<file path="config.mk">
export PLATFORM = sky130hd
export DESIGN_NAME = jt12_wr_sched
export DESIGN_NICKNAME = d
export VERILOG_FILES = /design/src/rtl/jt12_pkg.sv /design/src/rtl/jt12_wr_fifo.sv /design/src/rtl/jt12_wr_sched.sv
export SDC_FILE = /design/constraint.sdc
export NUM_CORES = 1
export LEC_CHECK = 0
export BUFFER_PORTS_ARGS = -buffer_cell sky130_fd_sc_hd__buf_2
export CORE_MARGIN = 4
export CORE_UTILIZATION = 35
export DETAILED_ROUTE_END_ITERATION = 10
export PLACE_DENSITY = 0.6
export SKIP_LAST_GASP = 1
export SLEW_MARGIN = 20
export SYNTH_ARGS = -nofsm -noshare
export SYNTH_HDL_FRONTEND = slang
export SYNTH_HIERARCHICAL = 1
export SYNTH_SLANG_ARGS = --single-unit
</file>
<file path="constraint.sdc">
create_clock -name i_clk -period 4.75 [get_ports i_clk]
set_input_delay 0.475 -clock i_clk [delete_from_list [all_inputs] [get_ports i_clk]]
set_output_delay 0.475 -clock i_clk [all_outputs]
set_load 0.01 [all_outputs]
</file>
<file path="src/rtl/jt12_pkg.sv">
// -----------------------------------------------------------------------------
// jt12_pkg
// Shared definitions for the JT12 register-write scheduler:
//   - FSM state encoding (legacy-compatible localparam constants)
//   - queued write entry layout {part, reg[7:0], val[7:0]} and field offsets
//   - pack_entry() helper that builds an entry from its fields
// -----------------------------------------------------------------------------
package jt12_pkg;

  // Queued write entry: bit 16 = part, bits 15:8 = register, bits 7:0 = value
  localparam int unsigned ENTRY_W  = 17;
  localparam int unsigned PART_BIT = 16;
  localparam int unsigned REG_MSB  = 15;
  localparam int unsigned VAL_MSB  = 7;

  // Scheduler FSM states
  localparam logic [2:0] ST_IDLE   = 3'd0;
  localparam logic [2:0] ST_ADDR   = 3'd1;
  localparam logic [2:0] ST_ADDR_W = 3'd2;
  localparam logic [2:0] ST_DATA   = 3'd3;
  localparam logic [2:0] ST_DATA_W = 3'd4;
  localparam logic [2:0] ST_GAP    = 3'd5;

  function automatic logic [ENTRY_W-1:0] pack_entry(input logic       part,
                                                    input logic [7:0] reg_num,
                                                    input logic [7:0] val);
    return {part, reg_num, val};
  endfunction

endpackage

</file>
<file path="src/rtl/jt12_wr_fifo.sv">
// -----------------------------------------------------------------------------
// jt12_wr_fifo
// Posted-write FIFO, first-word fall-through, one per requester.
//   i_clk, i_rst   : clock, synchronous active-high reset (empties the FIFO)
//   i_push/i_wdata : push strobe and entry; dropped when full with no pop
//   i_pop          : consume the head entry (ignored when empty)
//   o_rdata        : head entry, valid whenever o_empty = 0
//   o_empty/o_full : occupancy flags
//   o_level        : number of stored entries (0..2**DEPTH_LOG2)
//   o_drop         : one-clock pulse after a push that was discarded
// -----------------------------------------------------------------------------
module jt12_wr_fifo #(
  parameter int unsigned DEPTH_LOG2 = 3,
  parameter int unsigned WIDTH      = 17
) (
  input  logic                  i_clk,
  input  logic                  i_rst,
  input  logic                  i_push,
  input  logic [WIDTH-1:0]      i_wdata,
  input  logic                  i_pop,
  output logic [WIDTH-1:0]      o_rdata,
  output logic                  o_empty,
  output logic                  o_full,
  output logic [DEPTH_LOG2:0]   o_level,
  output logic                  o_drop
);

  localparam int unsigned DEPTH = 1 << DEPTH_LOG2;
  localparam logic [DEPTH_LOG2:0] LEVEL_FULL = (DEPTH_LOG2 + 1)'(DEPTH);

  logic [WIDTH-1:0]      r_mem [DEPTH];
  logic [DEPTH_LOG2-1:0] r_wr_ptr;
  logic [DEPTH_LOG2-1:0] r_rd_ptr;
  logic [DEPTH_LOG2:0]   r_level;
  logic                  r_drop;

  logic w_empty;
  logic w_full;
  logic w_pop_ok;
  logic w_push_ok;

  assign w_empty  = (r_level == '0);
  assign w_full   = (r_level == LEVEL_FULL);
  assign w_pop_ok = i_pop && !w_empty;
  // A pop on the same clock frees the slot, so a push into a full FIFO still lands
  assign w_push_ok = i_push && (!w_full || w_pop_ok);

  always_ff @(posedge i_clk) begin
    if (i_rst) begin
      r_wr_ptr <= '0;
      r_rd_ptr <= '0;
      r_level  <= '0;
      r_drop   <= 1'b0;
    end else begin
      r_drop <= i_push && !w_push_ok;
      // Pointers are DEPTH_LOG2 wide, so the increment wraps modulo the depth
      if (w_push_ok) r_wr_ptr <= r_wr_ptr + 1'b1;
      if (w_pop_ok)  r_rd_ptr <= r_rd_ptr + 1'b1;
      case ({w_push_ok, w_pop_ok})
        2'b10:   r_level <= r_level + 1'b1;
        2'b01:   r_level <= r_level - 1'b1;
        default: r_level <= r_level;
      endcase
    end
  end

  // Storage needs no reset; only entries below the level are ever read
  always_ff @(posedge i_clk) begin
    if (w_push_ok) r_mem[r_wr_ptr] <= i_wdata;
  end

  assign o_rdata = r_mem[r_rd_ptr];
  assign o_empty = w_empty;
  assign o_full  = w_full;
  assign o_level = r_level;
  assign o_drop  = r_drop;

endmodule

</file>
<file path="src/rtl/jt12_wr_sched.sv">
// -----------------------------------------------------------------------------
// jt12_wr_sched
// Write scheduler in front of the JT12 memory-mapped register block. Two
// requesters (port 0 = 68k, port 1 = Z80) post complete register writes into
// their own FIFO; the scheduler issues each as an address-cycle/data-cycle
// pair so the two requesters never interleave inside a pair.
//   i_clk, i_rst           : clock, synchronous active-high reset
//   i_reqN_wr/part/reg/val : port N push strobe and write fields
//   o_reqN_full/level      : port N FIFO full flag and occupancy
//   o_dropN                : port N push discarded because the FIFO was full
//   o_mmr_write            : write strobe to the register block (registered)
//   o_mmr_addr/o_mmr_din   : {part,0}/reg on address cycle, {part,1}/val on data
//   i_mmr_busy             : busy from the register block
//   o_idle                 : both FIFOs empty and FSM idle
// -----------------------------------------------------------------------------
module jt12_wr_sched
  import jt12_pkg::*;
#(
  parameter int unsigned DEPTH_LOG2 = 3,
  parameter int unsigned GAP        = 0
) (
  input  logic                  i_clk,
  input  logic                  i_rst,
  // Port 0 (68k)
  input  logic                  i_req0_wr,
  input  logic                  i_req0_part,
  input  logic [7:0]            i_req0_reg,
  input  logic [7:0]            i_req0_val,
  output logic                  o_req0_full,
  output logic [DEPTH_LOG2:0]   o_req0_level,
  // Port 1 (Z80)
  input  logic                  i_req1_wr,
  input  logic                  i_req1_part,
  input  logic [7:0]            i_req1_reg,
  input  logic [7:0]            i_req1_val,
  output logic                  o_req1_full,
  output logic [DEPTH_LOG2:0]   o_req1_level,
  // Register block
  output logic                  o_mmr_write,
  output logic [1:0]            o_mmr_addr,
  output logic [7:0]            o_mmr_din,
  input  logic                  i_mmr_busy,
  // Status
  output logic                  o_idle,
  output logic                  o_drop0,
  output logic                  o_drop1
);

  localparam logic       GAP_EN   = (GAP > 0);
  localparam logic [3:0] GAP_LOAD = (GAP > 0) ? 4'(GAP - 1) : 4'd0;

  logic [2:0]         r_state;
  logic               r_prio;      // port favoured when both FIFOs hold entries
  logic [ENTRY_W-1:0] r_hold;      // entry being issued
  logic               r_mmr_write;
  logic [1:0]         r_mmr_addr;
  logic [7:0]         r_mmr_din;
  logic [3:0]         r_gap_cnt;

  logic               w_empty0;
  logic               w_empty1;
  logic [ENTRY_W-1:0] w_rdata0;
  logic [ENTRY_W-1:0] w_rdata1;
  logic               w_gnt;
  logic               w_gnt_port;
  logic               w_pop0;
  logic               w_pop1;
  logic [ENTRY_W-1:0] w_gnt_data;

  jt12_wr_fifo #(
    .DEPTH_LOG2 (DEPTH_LOG2),
    .WIDTH      (ENTRY_W)
  ) u_fifo0 (
    .i_clk   (i_clk),
    .i_rst   (i_rst),
    .i_push  (i_req0_wr),
    .i_wdata (pack_entry(i_req0_part, i_req0_reg, i_req0_val)),
    .i_pop   (w_pop0),
    .o_rdata (w_rdata0),
    .o_empty (w_empty0),
    .o_full  (o_req0_full),
    .o_level (o_req0_level),
    .o_drop  (o_drop0)
  );

  jt12_wr_fifo #(
    .DEPTH_LOG2 (DEPTH_LOG2),
    .WIDTH      (ENTRY_W)
  ) u_fifo1 (
    .i_clk   (i_clk),
    .i_rst   (i_rst),
    .i_push  (i_req1_wr),
    .i_wdata (pack_entry(i_req1_part, i_req1_reg, i_req1_val)),
    .i_pop   (w_pop1),
    .o_rdata (w_rdata1),
    .o_empty (w_empty1),
    .o_full  (o_req1_full),
    .o_level (o_req1_level),
    .o_drop  (o_drop1)
  );

  // Round-robin grant, only while idle. r_prio holds the port to favour on a
  // tie; it moves to the other port after every grant.
  always_comb begin
    w_gnt      = (r_state == ST_IDLE) && (!w_empty0 || !w_empty1);
    w_gnt_port = 1'b0;
    if (!w_empty0 && !w_empty1) begin
      w_gnt_port = r_prio;
    end else begin
      w_gnt_port = w_empty0;
    end
    w_pop0     = w_gnt && !w_gnt_port;
    w_pop1     = w_gnt && w_gnt_port;
    w_gnt_data = w_gnt_port ? w_rdata1 : w_rdata0;
  end

  always_ff @(posedge i_clk) begin
    if (i_rst) begin
      r_state     <= ST_IDLE;
      r_prio      <= 1'b0;
      r_hold      <= '0;
      r_mmr_write <= 1'b0;
      r_mmr_addr  <= 2'b00;
      r_mmr_din   <= 8'h00;
      r_gap_cnt   <= 4'd0;
    end else begin
      r_mmr_write <= 1'b0;
      case (r_state)
        ST_IDLE: begin
          if (w_gnt) begin
            r_hold  <= w_gnt_data;
            r_prio  <= ~w_gnt_port;
            r_state <= ST_ADDR;
          end
        end
        ST_ADDR: begin
          if (!i_mmr_busy) begin
            r_mmr_write <= 1'b1;
            r_mmr_addr  <= {r_hold[PART_BIT], 1'b0};
            r_mmr_din   <= r_hold[REG_MSB:VAL_MSB+1];
            r_state     <= ST_ADDR_W;
          end
        end
        // The register block raises busy one clock after it sees the strobe,
        // so busy sampled here is stale: spend one clock, then the next strobe
        // state gates on busy itself before writing.
        ST_ADDR_W: begin
          r_state <= ST_DATA;
        end
        ST_DATA: begin
          if (!i_mmr_busy) begin
            r_mmr_write <= 1'b1;
            r_mmr_addr  <= {r_hold[PART_BIT], 1'b1};
            r_mmr_din   <= r_hold[VAL_MSB:0];
            r_state     <= ST_DATA_W;
          end
        end
        ST_DATA_W: begin
          if (GAP_EN) begin
            r_gap_cnt <= GAP_LOAD;
            r_state   <= ST_GAP;
          end else begin
            r_state <= ST_IDLE;
          end
        end
        ST_GAP: begin
          if (r_gap_cnt == 4'd0) begin
            r_state <= ST_IDLE;
          end else begin
            r_gap_cnt <= r_gap_cnt - 4'd1;
          end
        end
        default: r_state <= ST_IDLE;
      endcase
    end
  end

  assign o_mmr_write = r_mmr_write;
  assign o_mmr_addr  = r_mmr_addr;
  assign o_mmr_din   = r_mmr_din;
  assign o_idle      = (r_state == ST_IDLE) && w_empty0 && w_empty1;

endmodule
</file>
==> results.yml <==
timing:
  period_share: 0.806
  rsz0062_at_grt: "false"
  setup_tns_ps: 0
  setup_viol: 0
  maxSlewHeadroom: 0.292
  timing.final.ws_setup_ps: 923
  slew_viol_final: 0
  max_freq_mhz: 261
  hold_viol: 0
  holdWs_ps: 220
  fin_crit_ps: 3830
  finClkSkew_ps: 17.4
  worst_pin_slew_ps: 1060
cts:
  ctsResizeCount: 0
  htree_num_levels: 2
  post_cts_buffers: 0
  cts_made_buffers: 37
  clk_latency_ps: 520
  cts_sinks: 336
  cts-root-buf: "clkbuf_16"
  clkTransAtPathRegs_ps: 60
  cts.path.max_buffers: 3
  cts_hold_buf: 0
  cts_tree: "done"
drt:
  first_pass_iters: 4
  wl_per_cell_microns: 20.3
  ant_nets: 0
  routed-via-count: 6738
  drc_errors: 0
  drt_iter0_markers: 477
  avgViaCountPerCell: 4.99
  drt-total-wl_microns: 27300
placed_design:
  placed_area_sq_um: 14500
  gp_congestion: 0.761
  hpwlAfterDp_microns: 17100
  io_buffers: 62
  dp_slack_ps: 981
  placed_cells: 1280
floorplanning:
  start_util: 0.357
  die_h_microns: 205
  coreArea_sq_um: 37900
  io_pins: 63
  design.die.area_sq_um: 41900
  rows: 71
  die_w_microns: 205
synth:
  synth_cell_types: 51
  netlist_instances: 722
  synth_nets: 772
  yosysWarnings: 6
  synth_top_area_cell: "edfxtp_1"
  synth_commonest_cells: "edfxtp_1 (272), dfxtp_1 (64), nor2_1 (48)"
  syn_area_sq_um: 13500
  ys_seq_area_frac: 0.698
  synth_enable_flop_cells: 272
  yosysTopAreaCellShare: 0.604
  avgSynthCellArea_sq_um: 18.7
  synth_ff_type: "edfxtp_1"
  ys_ff_latch: 336
  synthTopCellsByArea: "edfxtp_1 (60%), dfxtp_1 (9.5%), mux4_1 (6.6%)"
  yosysMostFrequentCell: "edfxtp_1"
  synth_async_sr_flop_share: 0
outcome:
  status: "complete, no violations"
finish:
  stdcell_area_sq_um: 15700
  final_core_util: 0.414
  synthToLayoutAreaGrowth_pct: 16.0
  multiInputGateArea_sq_um: 3840
  drive_gt1_frac: 0.299
  seqCellArea_sq_um: 9450
  nNetsFinal: 858
  layoutNonFillerInstCount: 1350
  fillCellCount: 3357
global_routing:
  grt_pass1_vias: 6861
  antenna_found_initial: 4
  track_usage: 0.130
  grt_max_degree: 63
  grt_pass1_wl_microns: 41700
  grt_overflow: 0
critical_path:
  crit_path_end_kind: "flip-flop"
  path_max_fanout: 8
  path_buf_inv: 2
  worstSetupPathType: "flip-flop to flip-flop"
  path_cells: "or3_1 -> nor2_1 -> nor2_1 -> nor3_1 -> buf_4 -> o21ai_2 -> or2_2 -> inv_1 -> ha_1 -> a21oi_1 -> nor4bb_1 -> o21bai_1 -> a31oi_1"
  path_delay_family: "simple AND/OR/NAND/NOR gates"
  crit_top_cell: "nor2_1"
  critPathArrivalTime_ps: 4270
  crit_path_top_delay_cell: "nor2_1"
  cp.required_ps: 5190
  slowest_delay_ps: 720
  startpoint_type: "flip-flop"
power:
  total_leakage_power_nw: 5.23
  powerDensity_nw_per_um2: 508
  fin_total_pwr_mw: 7.97
  vdd_drop_max_mv: 0.219
min_path:
  hold_path_class: "input pin to flip-flop"
job:
  drv_cap: 0
-- placed cells by master (no fill, tap or decap), types with 9 or more instances in the layout --
master and n:
nor3b_1 19, nand2b_1 9, a21oi_1 9, a211oi_1 11
clkinv_2 9, a221o_1 10, ha_1 9, mux2i_1 16
clkbuf_16 39, edfxtp_1 272, buf_2 62, mux4_2 34
buf_4 25, nor2_1 47, mux4_1 34, mux2_2 36
dfxtp_1 62
-- cell families after synthesis --
kind of cell,Yosys count,share of synthesized area
DFF,336,0.698
and+or+nand+nor,127,0.0524
muxes,120,0.164
AOI/OAI and AO/OA,62,0.0414
buffers and inverters,51,0.0226
xor gates and xnor gates,15,0.00971
adders and majority gates,11,0.0113
-- registers in the layout, indices dropped and copies added (netlist names), named ones only --
register	cells
u_fifo1/r_rd_ptr	3
u_fifo1/r_mem	136
u_fifo0/r_rd_ptr	3
u_fifo0/o_drop	1
u_fifo1/o_level	4
u_fifo1/r_wr_ptr	3
r_hold	17
o_mmr_write	1
r_state	3
o_mmr_din	8
r_prio	1
u_fifo0/r_wr_ptr	3
u_fifo1/o_drop	1
r_gap_cnt	4
u_fifo0/r_mem	136
o_mmr_addr	2
u_fifo0/o_level	4
-- path summary, 6_finish.rpt --
check,from,endpoint,slack [ps],depth (start not counted)
hold reg to reg,o_mmr_addr[0],o_mmr_addr[0],470,2
hold / removal,i_req0_val[5],u_fifo0/r_mem[5][5],220,1
setup / recovery,u_fifo0/o_level[1],u_fifo1/o_level[3],920,13
setup reg to reg,u_fifo0/o_level[1],u_fifo1/o_level[3],920,13
-- where the power goes --
group	internal [mW]	switching, mW
Combinational	0.793	0.826
Clock	1.59	1.11
Sequential	3.41	0.239
Total	5.80	2.17
-- layer usage --
layer  global-route usage  part of all wire
met1                0.182              0.45
met2                0.209              0.49
met3               0.0269             0.046
met4               0.0321             0.013
met5                    0           0.00080
-- final cells by class --
class                      instances  share of cell area
tap                              511              0.0407
multi-input combinational        335               0.245
inverter                           8             0.00191
timing repair buffer              90              0.0356
antenna                            2            0.000319
sequential                       336               0.602
clock buffer                      48              0.0656
clock inverter                    20             0.00861
Note: power is estimated with default switching activity, not from simulation.
